[config.mk]
export PLATFORM = sky130hd
export DESIGN_NAME = ex_mem_skid_stage
export DESIGN_NICKNAME = d
export VERILOG_FILES = /design/src/rtl/osiris_pipe_pkg.sv /design/src/rtl/pipe_skid_buf.sv /design/src/rtl/ex_mem_skid_stage.sv
export SDC_FILE = /design/constraint.sdc
export NUM_CORES = 1
export LEC_CHECK = 0
export ABC_AREA = 1
export ABC_CLOCK_PERIOD_IN_PS = 1800
export CORE_MARGIN = 3
export CORE_UTILIZATION = 40
export DETAILED_ROUTE_END_ITERATION = 8
export PLACE_DENSITY_LB_ADDON = 0.15
export SLEW_MARGIN = 25
export SYNTH_ARGS = -nofsm -noshare
export SYNTH_HDL_FRONTEND = slang
export SYNTH_SLANG_ARGS = --single-unit
[constraint.sdc]
create_clock -name clk -period 1.8 [get_ports clk]
set_input_delay 0.45 -clock clk [delete_from_list [all_inputs] [get_ports clk]]
set_output_delay 0.45 -clock clk [all_outputs]
set_load 0.01 [all_outputs]
[src/rtl/osiris_pipe_pkg.sv]
// -----------------------------------------------------------------------------
// osiris_pipe_pkg
// Shared types for the EX->MEM pipeline stage:
//   - XLEN / REG_IDX_W     : datapath and register-index widths of the payload
//   - ex_mem_payload_t     : every field carried from EX to MEM, packed so the
//                            generic skid buffer can hold it as a flat vector
//   - occ_state_e          : skid-buffer occupancy states (value == entries held)
//   - RESULT_SRC_*         : write-back result select encodings
//   - rf_write_en()        : register-file write qualifier (x0 suppression)
// -----------------------------------------------------------------------------
package osiris_pipe_pkg;

    localparam int XLEN      = 32;
    localparam int REG_IDX_W = 5;

    localparam logic [1:0] RESULT_SRC_ALU = 2'd0;
    localparam logic [1:0] RESULT_SRC_MEM = 2'd1;
    localparam logic [1:0] RESULT_SRC_PC4 = 2'd2;

    // Encodings double as the occupancy count driven on o_occupancy.
    typedef enum logic [1:0] {
        EMPTY = 2'd0,
        ONE   = 2'd1,
        FULL  = 2'd2
    } occ_state_e;

    typedef struct packed {
        logic [XLEN-1:0]      alu_result;
        logic [XLEN-1:0]      write_data;
        logic [XLEN-1:0]      pc_plus4;
        logic [XLEN-1:0]      pc_target;
        logic [REG_IDX_W-1:0] rd;
        logic                 reg_write;
        logic [1:0]           result_src;
        logic                 mem_write;
        logic [2:0]           funct3;
    } ex_mem_payload_t;

    // Writes to x0 are architecturally discarded, so never let one reach the RF.
    function automatic logic rf_write_en(input logic valid, input ex_mem_payload_t pl);
        return valid & pl.reg_write & (pl.rd != '0);
    endfunction

endpackage

[src/rtl/pipe_skid_buf.sv]
// -----------------------------------------------------------------------------
// pipe_skid_buf
// Generic 2-entry skid buffer with synchronous flush. MAIN drives the output;
// SKID catches the one beat that arrives while the consumer stalls, which lets
// the upstream ready be a plain register without losing throughput.
//
// Ports
//   clk, rst          clock, synchronous active-high reset
//   flush_i           drop both entries next cycle (same-cycle input discarded)
//   in_valid_i        upstream beat valid
//   in_ready_o        registered ready (low only when SKID is occupied)
//   in_data_i         upstream payload
//   out_valid_o       MAIN holds a beat (registered)
//   out_ready_i       downstream accepts MAIN
//   out_data_o        MAIN payload, stable while stalled
//   occupancy_o       entries held, 0..2
// -----------------------------------------------------------------------------
module pipe_skid_buf
    import osiris_pipe_pkg::*;
#(
    parameter int WIDTH = 8
) (
    input  logic             clk,
    input  logic             rst,
    input  logic             flush_i,
    input  logic             in_valid_i,
    output logic             in_ready_o,
    input  logic [WIDTH-1:0] in_data_i,
    output logic             out_valid_o,
    input  logic             out_ready_i,
    output logic [WIDTH-1:0] out_data_o,
    output logic [1:0]       occupancy_o
);

    occ_state_e       state_q;
    logic             valid_q;
    logic             ready_q;
    logic [WIDTH-1:0] main_q;
    logic [WIDTH-1:0] skid_q;

    logic acc;
    logic drn;

    assign acc = in_valid_i & ready_q;
    assign drn = valid_q & out_ready_i;

    // NOTE: sequential state is written only with non-blocking assignments so
    // every flop samples the pre-edge values, regardless of statement order.
    always_ff @(posedge clk) begin
        if (rst) begin
            state_q <= EMPTY;
            valid_q <= 1'b0;
            ready_q <= 1'b1;
            // NOTE: the payload entries are reset on purpose so every output
            // reads zero out of reset; this is a register pair, not a RAM.
            main_q  <= '0;
            skid_q  <= '0;
        end else if (flush_i) begin
            // Payload contents are left as-is; only the valid tracking is cleared.
            state_q <= EMPTY;
            valid_q <= 1'b0;
            ready_q <= 1'b1;
        end else begin
            unique case (state_q)
                EMPTY: begin
                    if (acc) begin
                        main_q  <= in_data_i;
                        state_q <= ONE;
                        valid_q <= 1'b1;
                    end
                end
                ONE: begin
                    if (acc && drn) begin
                        main_q  <= in_data_i;
                    end else if (acc) begin
                        // Consumer stalled: park the new beat, close the gate.
                        skid_q  <= in_data_i;
                        state_q <= FULL;
                        ready_q <= 1'b0;
                    end else if (drn) begin
                        state_q <= EMPTY;
                        valid_q <= 1'b0;
                    end
                end
                FULL: begin
                    // ready_q is low here, so no new beat can arrive.
                    if (drn) begin
                        main_q  <= skid_q;
                        state_q <= ONE;
                        ready_q <= 1'b1;
                    end
                end
                default: begin
                    state_q <= EMPTY;
                    valid_q <= 1'b0;
                    ready_q <= 1'b1;
                end
            endcase
        end
    end

    assign in_ready_o  = ready_q;
    assign out_valid_o = valid_q;
    assign out_data_o  = main_q;
    assign occupancy_o = state_q;

endmodule

[src/rtl/ex_mem_skid_stage.sv]
// -----------------------------------------------------------------------------
// ex_mem_skid_stage
// EX->MEM pipeline register with valid/ready handshake, built on a 2-entry
// skid buffer so o_ready_EX is registered yet full throughput is kept under
// MEM back-pressure. Adds write-enable gating (x0 suppression, valid-qualified
// store enable) and optional performance counters.
//
// Optional feature: define EX_MEM_PERF_CNT_EN to add o_stall_cnt/o_bubble_cnt
// (saturating, cleared by rst only).
//
// Ports
//   clk, rst                 clock, synchronous active-high reset
//   i_flush                  synchronous flush (mispredict / trap)
//   i_valid_EX / o_ready_EX  EX-side handshake (ready is registered)
//   i_*_EX                   payload from execute
//   o_valid_M / i_ready_M    MEM-side handshake
//   o_*_M                    payload to memory stage, held while stalled
//   o_occupancy              entries held (0..2)
//   o_stall_cnt              [macro] cycles with o_valid_M & !i_ready_M
//   o_bubble_cnt             [macro] cycles with !o_valid_M
// -----------------------------------------------------------------------------
module ex_mem_skid_stage
    import osiris_pipe_pkg::*;
#(
`ifdef EX_MEM_PERF_CNT_EN
    parameter int CNT_WIDTH  = 16,
`endif
    parameter int DATA_WIDTH = XLEN,
    parameter int REG_WIDTH  = REG_IDX_W
) (
    input  logic                  clk,
    input  logic                  rst,
    input  logic                  i_flush,

    input  logic                  i_valid_EX,
    output logic                  o_ready_EX,
    input  logic [DATA_WIDTH-1:0] i_alu_result_EX,
    input  logic [DATA_WIDTH-1:0] i_write_data_EX,
    input  logic [DATA_WIDTH-1:0] i_pc_plus4_EX,
    input  logic [DATA_WIDTH-1:0] i_pc_target_EX,
    input  logic [REG_WIDTH-1:0]  i_rd_EX,
    input  logic                  i_reg_write_EX,
    input  logic [1:0]            i_result_src_EX,
    input  logic                  i_mem_write_EX,
    input  logic [2:0]            i_funct3_EX,

    output logic                  o_valid_M,
    input  logic                  i_ready_M,
    output logic [DATA_WIDTH-1:0] o_alu_result_M,
    output logic [DATA_WIDTH-1:0] o_write_data_M,
    output logic [DATA_WIDTH-1:0] o_pc_plus4_M,
    output logic [DATA_WIDTH-1:0] o_pc_target_M,
    output logic [REG_WIDTH-1:0]  o_rd_M,
    output logic                  o_reg_write_M,
    output logic [1:0]            o_result_src_M,
    output logic                  o_mem_write_M,
    output logic [2:0]            o_funct3_M,

`ifdef EX_MEM_PERF_CNT_EN
    output logic [CNT_WIDTH-1:0]  o_stall_cnt,
    output logic [CNT_WIDTH-1:0]  o_bubble_cnt,
`endif
    output logic [1:0]            o_occupancy
);

    // The packed payload is sized by the package; DATA_WIDTH / REG_WIDTH must
    // stay at the package values (XLEN / REG_IDX_W).
    ex_mem_payload_t in_pl;
    ex_mem_payload_t out_pl;

    assign in_pl = '{
        alu_result: i_alu_result_EX,
        write_data: i_write_data_EX,
        pc_plus4:   i_pc_plus4_EX,
        pc_target:  i_pc_target_EX,
        rd:         i_rd_EX,
        reg_write:  i_reg_write_EX,
        result_src: i_result_src_EX,
        mem_write:  i_mem_write_EX,
        funct3:     i_funct3_EX
    };

    pipe_skid_buf #(
        .WIDTH($bits(ex_mem_payload_t))
    ) u_skid (
        .clk         (clk),
        .rst         (rst),
        .flush_i     (i_flush),
        .in_valid_i  (i_valid_EX),
        .in_ready_o  (o_ready_EX),
        .in_data_i   (in_pl),
        .out_valid_o (o_valid_M),
        .out_ready_i (i_ready_M),
        .out_data_o  (out_pl),
        .occupancy_o (o_occupancy)
    );

    // Data fields pass straight through; only the side-effecting enables are
    // qualified by valid so a stale MAIN entry can never write anything.
    assign o_alu_result_M = out_pl.alu_result;
    assign o_write_data_M = out_pl.write_data;
    assign o_pc_plus4_M   = out_pl.pc_plus4;
    assign o_pc_target_M  = out_pl.pc_target;
    assign o_rd_M         = out_pl.rd;
    assign o_result_src_M = out_pl.result_src;
    assign o_funct3_M     = out_pl.funct3;
    assign o_reg_write_M  = rf_write_en(o_valid_M, out_pl);
    assign o_mem_write_M  = o_valid_M & out_pl.mem_write;

`ifdef EX_MEM_PERF_CNT_EN
    logic [CNT_WIDTH-1:0] stall_cnt_q, stall_cnt_d;
    logic [CNT_WIDTH-1:0] bubble_cnt_q, bubble_cnt_d;

    // NOTE: every always_comb output gets a default first so no path leaves
    // it unassigned, which would otherwise infer a latch.
    always_comb begin
        stall_cnt_d  = stall_cnt_q;
        bubble_cnt_d = bubble_cnt_q;
        if (o_valid_M && !i_ready_M && (stall_cnt_q != '1)) begin
            stall_cnt_d = stall_cnt_q + CNT_WIDTH'(1);
        end
        if (!o_valid_M && (bubble_cnt_q != '1)) begin
            bubble_cnt_d = bubble_cnt_q + CNT_WIDTH'(1);
        end
    end

    // Flush does not clear the counters; they only track observed stalls.
    always_ff @(posedge clk) begin
        if (rst) begin
            stall_cnt_q  <= '0;
            bubble_cnt_q <= '0;
        end else begin
            stall_cnt_q  <= stall_cnt_d;
            bubble_cnt_q <= bubble_cnt_d;
        end
    end

    assign o_stall_cnt  = stall_cnt_q;
    assign o_bubble_cnt = bubble_cnt_q;
`endif

endmodule

==> reports/metrics.cfg, run 1 <==
[power]
power_density_mw_per_mm2=937.0
sw_frac_of_total_pct=25.99
internal_power_mw=12.23
p_leak_nw=8.375
p_switching_mw=4.294
seqPwrFrac_pct=41.1
vdd_drop_max_v=0.0005877
combPwrFrac_pct=15.4
power_frac_clock_pct=43.6

[timing]
worst_slew_pin_slew_ns=0.7136
rsz0062_at_grt=true
relSlewSlack_pct=52.43
fin_skew_ns=0.01062
fin_crit_ns=1.766
setup_violations=0
drv_slew=0
tns_ns=0
hold_viol_final=0
fin_crit_sh_pct=98.11
finalWorstSetupSlack_ns=0.03397
max_freq_mhz=566.2

[synth]
syn-mean-instance-area_um2=6.543
synthFlopType=dfxtp_1
synth_cell_type_count=21
synthesis.area_mm2=0.01418
synth.net_count=2312
ys_async_sr_fraction_pct=0
synth-edff-count=0
yosysSeqAreaShare_pct=40.10
syn_inst=2167
yosysWarnings=0
ys_ff_latch=284

[floorplanning]
die_area_mm2=0.03774
die_w_um=194.3
initial_core_util_pct=40.84
io_pins=289
rows=68
die_y_um=194.3
design.core.area_mm2=0.03471

[worst_setup_path]
critical_path.max_fanout=3
path_class=reg -> out
critPathCaptureType=output pin
cp.arrival_ns=1.32
start_kind=flop
cp.required_ns=1.35

[cells_and_area]
num_antenna_cells=0
multi_input_area_mm2=0.006055
final_cell_mix=713 x nand2_1, 284 x nor2_1, 284 x nand3_1, 280 x dfxtp_1, 145 x inv_1
drive_above_1_share_pct=5.996
num-fill-cells=3576
area_delta_synth_final_pct=24.36
fin_cells=2740
seq_area_mm2=0.005693
fin_nets=2406
postLayoutCellArea_mm2=0.01763
final_common_cell=nand2_1

[route]
firstDrtPassIters=5
drt_wl_total_um=41670
drtIter0Drc=762
drc_errors=0
vias_per_cell=4.812
wl_per_cell_um=15.21
ant_nets=0
vias=13190

[clock_network]
max-clock-path-buffers=3
tritoncts=built
htree_levels=2
cts_sinks=284
cts_root_buf=clkbuf_16
cts-buffers-inserted=35
clk_pin_slew_ns=0.06
postCtsHoldBufs=0
clock_latency_ns=0.51

[global_route]
grt_max_degree=77
antenna_found_initial=5
grtUsageTotal_pct=21.05
grt_pass1_vias=12400
grt_pass1_wl_um=66320
gr-total-overflow=0

[place]
gp_congestion=0.7886
io_buffer_count=288
dp_cells=2676
place_hpwl_um=25780
place_area_mm2=0.01659
pre_cts_ws_ns=-0.3924

[outcome]
status=complete, no violations

[job]
drv_cap=0

[hold_path]
hold_class=in -> reg

cell families (layout without fill, tap and decap cells):
| group | count (synthesis) | in the layout | share of synthesized area (%) |
|---|---|---|---|
| buf+inv | 441 | 559 | 17.49 |
| compound gates | 146 | 146 | 5.207 |
| flops | 284 | 284 | 40.10 |
| simple gates | 1296 | 1296 | 37.20 |
flip-flops by register name, summed over array words and instances, names as in the netlist:
register / flops
u_skid.out_data_o: 140
u_skid.skid_q: 140
u_skid.occupancy_o: 2
u_skid.in_ready_o: 1
u_skid.out_valid_o: 1
synth_stat cells (4+ instances only):
cell type  instances  area share (%)
a21oi_1          143             5.0
inv_1            145             3.8
buf_2             44             1.6
inv_2              4            0.11
nor2_4             5            0.40
buf_6              4            0.32
buf_1             17            0.45
nand3_1          284              10
nor2_1           284             7.5
nand2_1          715              19
clkbuf_1          29            0.77
buf_4            197              10
dfxtp_1          284              40
per-layer routing:
metal / track usage, % / vias to the layer above / part of all wire [%]
met5: 0 / - / 0.15
met3: 4.987 / 63 / 7.2
met4: 5.957 / 10 / 2.4
met2: 35.34 / 359 / 47
li1: - / 6747 / -
met1: 27.11 / 6007 / 44
path summary, 6_finish.rpt:
path                                            from                            endpoint  slack (ns)  depth (start not counted)
hold / removal                                   rst       u_skid.skid_q[1]$_SDFFE_PP0P_        0.17                          2
setup / recovery  u_skid.out_data_o[11]$_SDFFE_PP0P_                       o_reg_write_M        0.03                          5
hold reg to reg        u_skid.skid_q[5]$_SDFFE_PP0P_       u_skid.skid_q[5]$_SDFFE_PP0P_        0.46                          2
setup reg to reg  u_skid.occupancy_o[1]$_SDFFE_PP0P_  u_skid.out_data_o[71]$_SDFFE_PP0P_        0.15                          7
metrics by stage:
step	power [mW]	hold WS (ns)	util, %
finish	16.52	0.1656	50.79
global route	17.25	0.1680	50.79
CTS	16.70	0.1437	50.70
detailed placement	9.645	0.4514	47.79
global placement	9.626	0.4472	47.79
floorplan	8.615	0.4401	-
repair_timing:
item,4_1_cts,5_1_grt
pin swaps,0,2
setup endpoints to repair,144,47
setup buffers,0,2
gates cloned,0,1
resized for setup,151,5
power groups by stage:
stage                     combinational (mW)  sequential, mW  clock, mW
after floorplan                         1.74            6.87          0
final                                   2.54            6.79       7.20
after detailed placement                2.71            6.94          0
after CTS                               2.54            6.79       7.37
after global placement                  2.70            6.93          0
after global routing                    2.82            6.83       7.60
area by class of cell:
type	instances	share of cell area [%]
multi-input cells	1442	34.34
flip-flops and latches	284	32.29
repair buffers	348	20.27
clock buffers	53	5.989
well taps	455	3.229
inverters	150	3.207
clock inverters	8	0.6812
worst max-delay path, stage by stage, from the launching register on:
cell and delay (ns):
dfxtp_2 0.33, nor3_2 0.17, nand2_1 0.07, nand3_1 0.06, inv_1 0.04, buf_2 0.15
(Power assumes the default switching activity.)
==> run 2: changes to the inputs <==
- PLACE_DENSITY_LB_ADDON: 0.15 -> default
==> run 2 against run 1 <==
Effect of this change: global-route usage up 0.076 points; wire length shrank 1.7%; maximum frequency is 0.28% higher; via count rose by 1.1%; clock-buffer cell count fell by 1; clock skew fell by 0.0023 ns; register-to-register slack better by 0.05 ns.
==> reports/metrics.cfg, run 2 (synthesis gave the netlist of run 1 again) <==
[timing]
fin_crit_ns=1.761  ; -0.005005 ns
relSlewSlack_pct=67.98  ; +16 points
hold_viol_final=0  ; unchanged
drv_slew=0  ; unchanged
fin_skew_ns=0.008324  ; -0.002294 ns
max_freq_mhz=567.9  ; +0.28%
fin_crit_sh_pct=97.83  ; -0.28 points
finalWorstSetupSlack_ns=0.03898  ; +0.005005 ns
setup_violations=0  ; unchanged
worst_slew_pin_slew_ns=0.4803  ; -0.2334 ns
rsz0062_at_grt=true

[global_route]
grtUsageMet1_pct=27.13  ; about the same
grt_pass1_vias=12490  ; +0.73%
grt_pass1_wl_um=66240  ; -0.11%
gr-total-overflow=0  ; unchanged
antenna_found_initial=5  ; unchanged
grt_use_met2_pct=36.44  ; +1.1 points
grt-busiest-layer=met2
grt_util_met3_pct=3.684  ; -1.3 points
grt_max_degree=75  ; -2.6%
grtUsageTotal_pct=21.13  ; +0.076 points

[place]
place_hpwl_um=26610  ; +3.2%
gp_congestion=0.7947  ; +0.77%
dp_cells=2698  ; +0.82%
io_buffer_count=288  ; unchanged
pre_cts_ws_ns=-0.3715  ; +0.02090 ns

[clock_network]
clk_pin_slew_ns=0.06  ; about the same
postCtsHoldBufs=0  ; unchanged
htree_levels=2  ; unchanged
max-clock-path-buffers=3  ; unchanged
cts_root_buf=clkbuf_16
clock_latency_ns=0.50  ; about the same
cts-buffers-inserted=34  ; -2.9%
cts_sinks=284  ; unchanged
tritoncts=built

[floorplanning]
die_area_mm2=0.03774  ; unchanged
rows=68  ; unchanged
design.core.area_mm2=0.03471  ; unchanged
io_pins=289  ; unchanged
die_y_um=194.3  ; unchanged
die_w_um=194.3  ; unchanged
initial_core_util_pct=40.84  ; unchanged

[power]
internal_power_mw=12.02  ; -1.7%
seqPwrFrac_pct=41.8  ; +0.7 points
power_frac_clock_pct=42.5  ; -1.1 points
p_leak_nw=8.463  ; +1.0%
p_switching_mw=4.227  ; -1.6%
power_density_mw_per_mm2=914.7  ; -2.4%
combPwrFrac_pct=15.7  ; +0.3 points
vdd_drop_max_v=0.0005229  ; -11%
sw_frac_of_total_pct=26.02  ; +0.029 points

[worst_setup_path]
worstRegToRegCells=8  ; +1
start_kind=flop
cp.required_ns=1.35  ; about the same
cp.arrival_ns=1.31  ; about the same
timing.rr.end=u_skid.out_data_o[76]$_SDFFE_PP0P_
r2r-start=u_skid.in_ready_o$_SDFFE_PP1P_
critPathCaptureType=output pin
path_class=reg -> out
critical_path.max_fanout=3  ; unchanged
r2r_slack_ns=0.20  ; +0.05 ns

[job]
drv_cap=0  ; unchanged

[route]
drt_wl_total_um=40980  ; -1.7%
firstDrtPassIters=5  ; unchanged
vias=13330  ; +1.1%
ant_nets=0  ; unchanged
wl_per_cell_um=14.85  ; -2.4%
drc_errors=0  ; unchanged
drtIter0Drc=851  ; +12%
vias_per_cell=4.829  ; +0.34%

[cells_and_area]
area_delta_synth_final_pct=25.26
final_cell_mix=714 x nand2_1, 284 x nor2_1, 283 x nand3_1, 280 x dfxtp_1, 144 x inv_1
final_common_cell=nand2_1
fin_cells=2760  ; +0.73%
drive_above_1_share_pct=6.687  ; +0.69 points
fin_nets=2424  ; +0.75%
num-fill-cells=3548  ; -0.78%

[outcome]
status=complete, no violations

[hold_path]
holdPathStages=4  ; +2
min-delay-start=rst
hold_class=in -> reg
holdPathEnd=u_skid.out_data_o[11]$_SDFFE_PP0P_

run 2: cell count changes in the layout (fill, tap and decap cells not counted), sizes merged:
cell,before,now
diode,0,2
clkinv,3,4
bufinv,3,2
clkbuf,55,52
dlygate4sd2,142,143
buf,61,81
run 2: metrics by stage:
step,total power [mW],hold WS (ns),area (um2),TNS (ns),util [%]
final,16.24,0.4085,17760,0,51.16
after floorplan,8.615,0.4401,14180,0,-
after detailed placement,9.691,0.4505,16780,-84.33,48.35
after global placement,9.673,0.4468,16780,-81.38,48.35
after global routing,16.99,0.4323,17760,-0.03346,51.15
after CTS,16.46,0.3941,17740,-0.005952,51.11
run 2: metal layers:
| metal | wire [um] | part of all wire, % | vias up |
|---|---|---|---|
| met5 | 50 | 0.12 | - |
| met4 | 1053 | 2.6 | 8 |
| met3 | 2580 | 6.3 | 69 |
| met2 | 19710 | 48 | 374 |
| met1 | 17590 | 43 | 6088 |
| li1 | - | - | 6789 |
run 2: power by group through the flow:
stage          combinational, mW  clock, mW  sequential (mW)
3_3_place_gp                2.74          0             6.94
6_report                    2.55       6.90             6.79
5_1_grt                     2.84       7.32             6.82
3_5_place_dp                2.75          0             6.94
4_1_cts                     2.58       7.09             6.79
2_1_floorplan               1.74          0             6.87
run 2: worst max path at each step:
stage | from | endpoint | slack, ns | cells past startpoint
floorplan | i_valid_EX | u_skid.out_data_o[55]$_SDFFE_PP0P_ | 0.31 | 7
global placement | i_valid_EX | u_skid.out_data_o[63]$_SDFFE_PP0P_ | -0.34 | 9
detailed placement | i_valid_EX | u_skid.out_data_o[11]$_SDFFE_PP0P_ | -0.37 | 9
CTS | u_skid.out_data_o[9]$_SDFFE_PP0P_ | o_reg_write_M | -0.006 | 5
global route | u_skid.out_data_o[11]$_SDFFE_PP0P_ | o_reg_write_M | -0.03 | 5
finish | u_skid.out_data_o[11]$_SDFFE_PP0P_ | o_reg_write_M | 0.04 | 5
run 2: cell type report:
cell class	instances	area (um2)	area share, %
antenna	2	5.005	0.02818
multi-input combinational	1442	6048	34.06
clock buffer	52	1032	5.812
tap	455	569.3	3.206
inverter	150	565.5	3.184
clock inverter	8	95.09	0.5354
sequential	284	5698	32.08
timing repair buffer	367	3746	21.09
run 2: worst max-delay path: stages, from the launching register on:
cell,delay (ns)
dfxtp_2,0.34
nor3_2,0.17
nand2_1,0.09
nand3_2,0.06
inv_2,0.03
buf_6,0.12
run 2: timing repair:
action / CTS / global route
resized for setup: 154 / 5
endpoints found under the setup margin: 144 / 1
buffers inserted: 0 / 0
pin swaps: 0 / 2
